`src/rtl/q_time_scheduler.sv`:
```
// ---------------------------------------------------------------------------
// q_time_scheduler
//
// Pops timestamps from an external FIFO and fires each one when the global
// time counter reaches it. Ordering of a timestamp against t_cnt uses the
// modular difference (cur_time - t_cnt) mod 2^TW, so wrap-around of t_cnt
// needs no special handling: a difference of zero is "due", a difference
// with the top bit set is "late" (already in the past), anything else means
// keep waiting.
//
// Build option:
//   Q_LATE_DROP_EN  defined   -> late timestamps are dropped (counted only)
//                   undefined -> late timestamps are fired with fire_late=1
//
// Parameters:
//   TW  timestamp / time-counter width
//   CW  statistics counter width (counters saturate at 2^CW-1)
//
// Ports:
//   clk, reset    rising-edge clock, synchronous active-high reset
//   enable        permits fetching new timestamps (IDLE->POP, ISSUE->POP)
//   flush         drops any held timestamp and returns to IDLE
//   t_cnt         free-running global time counter
//   ts_empty      timestamp FIFO empty
//   ts_data       FIFO read data, valid the cycle after ts_rd_en
//   ts_rd_en      FIFO pop strobe (high for the single POP cycle)
//   fire_valid    timestamp due, held until fire_ready
//   fire_ready    downstream accepts the fire
//   fire_time     timestamp being fired
//   fire_late     fired timestamp was already past when evaluated
//   busy          high in every state except IDLE
//   fire_cnt      number of accepted fires (saturating)
//   late_cnt      number of late timestamps seen (saturating)
// ---------------------------------------------------------------------------
module q_time_scheduler #(
    parameter int TW = 20,
    parameter int CW = 16
) (
    input  logic          clk,
    input  logic          reset,
    input  logic          enable,
    input  logic          flush,
    input  logic [TW-1:0] t_cnt,
    input  logic          ts_empty,
    input  logic [TW-1:0] ts_data,
    output logic          ts_rd_en,
    output logic          fire_valid,
    input  logic          fire_ready,
    output logic [TW-1:0] fire_time,
    output logic          fire_late,
    output logic          busy,
    output logic [CW-1:0] fire_cnt,
    output logic [CW-1:0] late_cnt
);

    typedef enum logic [2:0] {
        IDLE  = 3'd0,
        POP   = 3'd1,
        LOAD  = 3'd2,
        WAIT  = 3'd3,
        ISSUE = 3'd4
    } state_t;

    state_t        state_reg, state_next;
    logic [TW-1:0] cur_time_reg;
    logic          fire_late_reg, fire_late_next;
    logic [CW-1:0] fire_cnt_reg, late_cnt_reg;
    logic          fire_inc, late_inc;

    logic [TW-1:0] diff;
    logic          due, late, fetch_ok;

    // Modular distance to the target time; top bit set means it lies behind t_cnt.
    assign diff     = cur_time_reg - t_cnt;
    assign due      = (diff == '0);
    assign late     = diff[TW-1];
    assign fetch_ok = enable && !ts_empty;

    always_comb begin
        state_next     = state_reg;
        fire_late_next = fire_late_reg;
        fire_inc       = 1'b0;
        late_inc       = 1'b0;

        if (flush) begin
            // Flush overrides everything; counters are left untouched.
            state_next     = IDLE;
            fire_late_next = 1'b0;
        end else begin
            case (state_reg)
                IDLE: begin
                    if (fetch_ok) state_next = POP;
                end
                POP: begin
                    state_next = LOAD;
                end
                LOAD: begin
                    state_next = WAIT;
                end
                WAIT: begin
                    if (due) begin
                        state_next     = ISSUE;
                        fire_late_next = 1'b0;
                    end else if (late) begin
                        late_inc = 1'b1;
`ifdef Q_LATE_DROP_EN
                        state_next = fetch_ok ? POP : IDLE;
`else
                        state_next     = ISSUE;
                        fire_late_next = 1'b1;
`endif
                    end
                end
                ISSUE: begin
                    if (fire_ready) begin
                        fire_inc       = 1'b1;
                        fire_late_next = 1'b0;
                        state_next     = fetch_ok ? POP : IDLE;
                    end
                end
                default: begin
                    state_next     = IDLE;
                    fire_late_next = 1'b0;
                end
            endcase
        end
    end

    always_ff @(posedge clk) begin
        if (reset) begin
            state_reg     <= IDLE;
            cur_time_reg  <= '0;
            fire_late_reg <= 1'b0;
            fire_cnt_reg  <= '0;
            late_cnt_reg  <= '0;
        end else begin
            state_reg     <= state_next;
            fire_late_reg <= fire_late_next;
            // ts_data answers the pop issued in the previous (POP) cycle.
            if (state_reg == LOAD && !flush) begin
                cur_time_reg <= ts_data;
            end
            if (fire_inc && (fire_cnt_reg != '1)) begin
                fire_cnt_reg <= fire_cnt_reg + 1'b1;
            end
            if (late_inc && (late_cnt_reg != '1)) begin
                late_cnt_reg <= late_cnt_reg + 1'b1;
            end
        end
    end

    // Outputs decode directly from registers, so they are glitch-free and
    // change only on clock edges.
    assign ts_rd_en   = (state_reg == POP);
    assign fire_valid = (state_reg == ISSUE);
    assign fire_time  = cur_time_reg;
    assign fire_late  = fire_late_reg;
    assign busy       = (state_reg != IDLE);
    assign fire_cnt   = fire_cnt_reg;
    assign late_cnt   = late_cnt_reg;

endmodule

```
`config.mk`:
```
export PLATFORM = sky130hd
export DESIGN_NAME = q_time_scheduler
export DESIGN_NICKNAME = d
export VERILOG_FILES = /design/src/rtl/q_time_scheduler.sv
export SDC_FILE = /design/constraint.sdc
export NUM_CORES = 1
export LEC_CHECK = 0
export CORE_MARGIN = 3
export CORE_UTILIZATION = 45
export DETAILED_ROUTE_END_ITERATION = 7
export GPL_TIMING_DRIVEN = 0
export MAX_ROUTING_LAYER = met4
export PLACE_DENSITY = 0.82
export SLEW_MARGIN = 10
export SYNTH_ARGS = -nofsm -noshare
export SYNTH_HDL_FRONTEND = slang
export SYNTH_SLANG_ARGS = --single-unit
export TNS_END_PERCENT = 50
```
`constraint.sdc`:
```
create_clock -name clk -period 7.8 [get_ports clk]
set_clock_uncertainty 0.15 [all_clocks]
set_input_delay 0.78 -clock clk [delete_from_list [all_inputs] [get_ports clk]]
set_output_delay 0.78 -clock clk [all_outputs]
set_load 0.05 [all_outputs]
```
==> reports/qor.txt <==
status -> completed
Residual DRC -> 0
Synth area leader -> dfxtp_1
PostCTS Resize Cnt -> 0
LEAKAGE -> 1.925 nW
Clk pin slew, worst setup/hold paths -> 0.11 ns
syn_nets -> 582
Fillers -> 760
Post-synth EDFFs -> 0
Main synth FF type -> dfxtp_1
Routed wire per std cell -> 15.03 um
Fin. Hold Viols -> 0
post-CTS setup buffer count -> 0
post-route clock period utilization -> 50.96%
register area -> 1121 um^2
IO Port Bufs -> 101
sequential-to-total area share from yosys stat -> 28.99%
crit path max fanout -> 10
Die ar. -> 9743 um^2
final hold slack -> 0.3326 ns
die height -> 98.71 um
synthesized area -> 3867 um^2
GRT Util Overall -> 22.79%
Synth top cells by count -> nand2_1 (67), dfxtp_1 (56), a21oi_1 (55)
Via density -> 5.732
cts hold-fix bufs -> 0
critical path type -> input pin to flop
TritonRoute pass-1 iters -> 5
Final Util -> 61.75%
P per Cell Area -> 112.7 nW/um^2
area share of the leading cell type in the synthesized netlist -> 28.99%
min-delay worst type -> flop to flop
TritonCTS clock tree -> done
min Tclk post-route -> 3.975 ns
Layout Nets -> 690
critical path launch point type -> input pin
critical path, cell by cell -> clkdlybuf4s50_1 -> inv_1 -> ha_1 -> clkbuf_1 -> nand2_1 -> o21ai_1 -> a221oi_1 -> nand3_1 -> o21ai_1 -> o21ai_2 -> buf_2 -> nor4_1 -> mux2_1
Max-Cap Viols -> 0
Clock Tree Buf Depth -> 2
Largest register FFs -> 20
share of layout cells above drive strength 1 -> 4.815%
synth top area cells -> dfxtp_1 (29%), a21oi_1 (7.1%), ha_1 (6.8%)
slowest cell on the critical path -> a221oi_1
Setup crit end kind -> flop
drt initial violations -> 160
Root Buffer -> clkbuf_8
RSZ-0062 raised after global routing -> false
required time of the critical path -> 7.86 ns
GP Congestion -> 0.9438
CTS Buf Count -> 5
worst-margin pin slew -> 0.5886 ns
Vias -> 4173
worst path arrival time -> 4.04 ns
Final Slew Violations -> 0
Detailed Place HPWL -> 8.719 mm
CP most frequent cell -> o21ai_1
first-pass GRT wire length -> 18.23 mm
Buffers & Inverters on Critical Path -> 4
WL final -> 10.94 mm
post-synthesis register bit count -> 56
setup_tns -> 0 ns
Clock Latency Late Sink -> 0.32 ns
# H-tree levels -> 2
Ys Warns -> 0
Initial Util -> 46.60%
clk sinks -> 56
pin count of the biggest net entering global routing -> 19
top-count cell post-synth -> nand2_1
ANT nets after route -> 0
Top delay family on crit path -> compound AO/OA/AOI/OAI gates
core area -> 8299 um^2
Die Span X -> 98.71 um
Synth async-reset ratio -> 0%
slew margin rel. -> 60.76%
Multi-input gate area -> 2500 um^2
number of distinct library cells after synthesis -> 73
ant diodes -> 0
vias in the first global route -> 3863
Max VDD drop -> 68.87 uV
gr ovfl total -> 0
setup violators final -> 0
Gate Count Post-Synth -> 514
I/O pin cnt -> 102
initial antenna violation count -> 0
slowest stage delay, CP -> 0.54 ns
Syn Area/Cell -> 7.524 um^2
f_max -> 251.6 MHz
Layout area overhead -> 32.51%
Final Power -> 0.5776 mW
row cnt -> 33
[final timing paths]
check	startpoint	endpoint	slack, ns	cells after the start
worst max-delay path	t_cnt[14]	late_cnt[14]	3.83	13
worst min-delay path	fire_time[5]	fire_time[5]	0.33	2
worst max register to register	fire_time[0]	fire_late	4.46	11
worst min register to register	fire_time[5]	fire_time[5]	0.33	2
[logic make-up after synthesis]
group	synth area share [%]
adders and majority gates	7.312
AOI/OAI and AO/OA	23.91
and+or+nand+nor	27.31
buffers and inverters	6.373
muxes	1.359
DFF	28.99
xor gates and xnor gates	4.756
[cell type report]
cell class	count	area share, %
well taps	105	2.563
clock inverters	3	0.9033
flip-flops and latches	56	21.88
plain buffers	23	2.100
inverters	37	2.710
repair buffers	101	19.73
multi-input cells	398	48.78
clock buffers	5	1.343
[through the flow]
stage                     setup slack (ns)  std cells  area [um^2]
after floorplan                      4.373        514         3867
after global placement               3.623        720         5010
after detailed placement             3.561        720         5010
after CTS                            3.888        728         5125
after global routing                 3.581        728         5125
final                                3.825        728         5125
[layer usage]
layer | routed length [um] | vias up | GRT usage, %
li1 | - | 2069 | -
met1 | 4922 | 1969 | 30.65
met2 | 5279 | 124 | 37.18
met3 | 648 | 11 | 2.902
met4 | 90 | 0 | 4.307
met5 | 0 | - | -
[cells in the final DEF (no fill, tap or decap), drive strengths merged, types with 3 or more instances in the layout]
master         synthesis  routed
a21o                   5       5
a21oi                 57      57
and2                   3       3
buf                    4       4
clkbuf                19      24
clkdlybuf4s50          0     101
dfxtp                 56      56
ha                    21      21
inv                   37      38
mux2i                  3       3
nand2                 67      67
nand2b                 3       3
nand3                 20      20
nand3b                 4       4
nand4                 15      15
nor2                  41      41
nor2b                  6       6
nor3                   9       9
nor3b                  4       4
nor4                   5       5
o211ai                 6       6
o21ai                 27      27
o21bai                 4       4
o31ai                  5       5
or3                   17      17
or4                    6       6
xnor2                  8       8
xor2                  13      13
[power by group]
part | internal, mW | switching (mW)
sequential | 0.287 | 0.000697
combinational | 0.0412 | 0.0469
clock | 0.0976 | 0.105
[tightest hold or removal path, stage by stage (launching register included)]
cell	delay, ns
dfxtp_1	0.34
nand2_1	0.06
a21oi_1	0.05
Note: power is estimated with default switching activity, not from simulation.
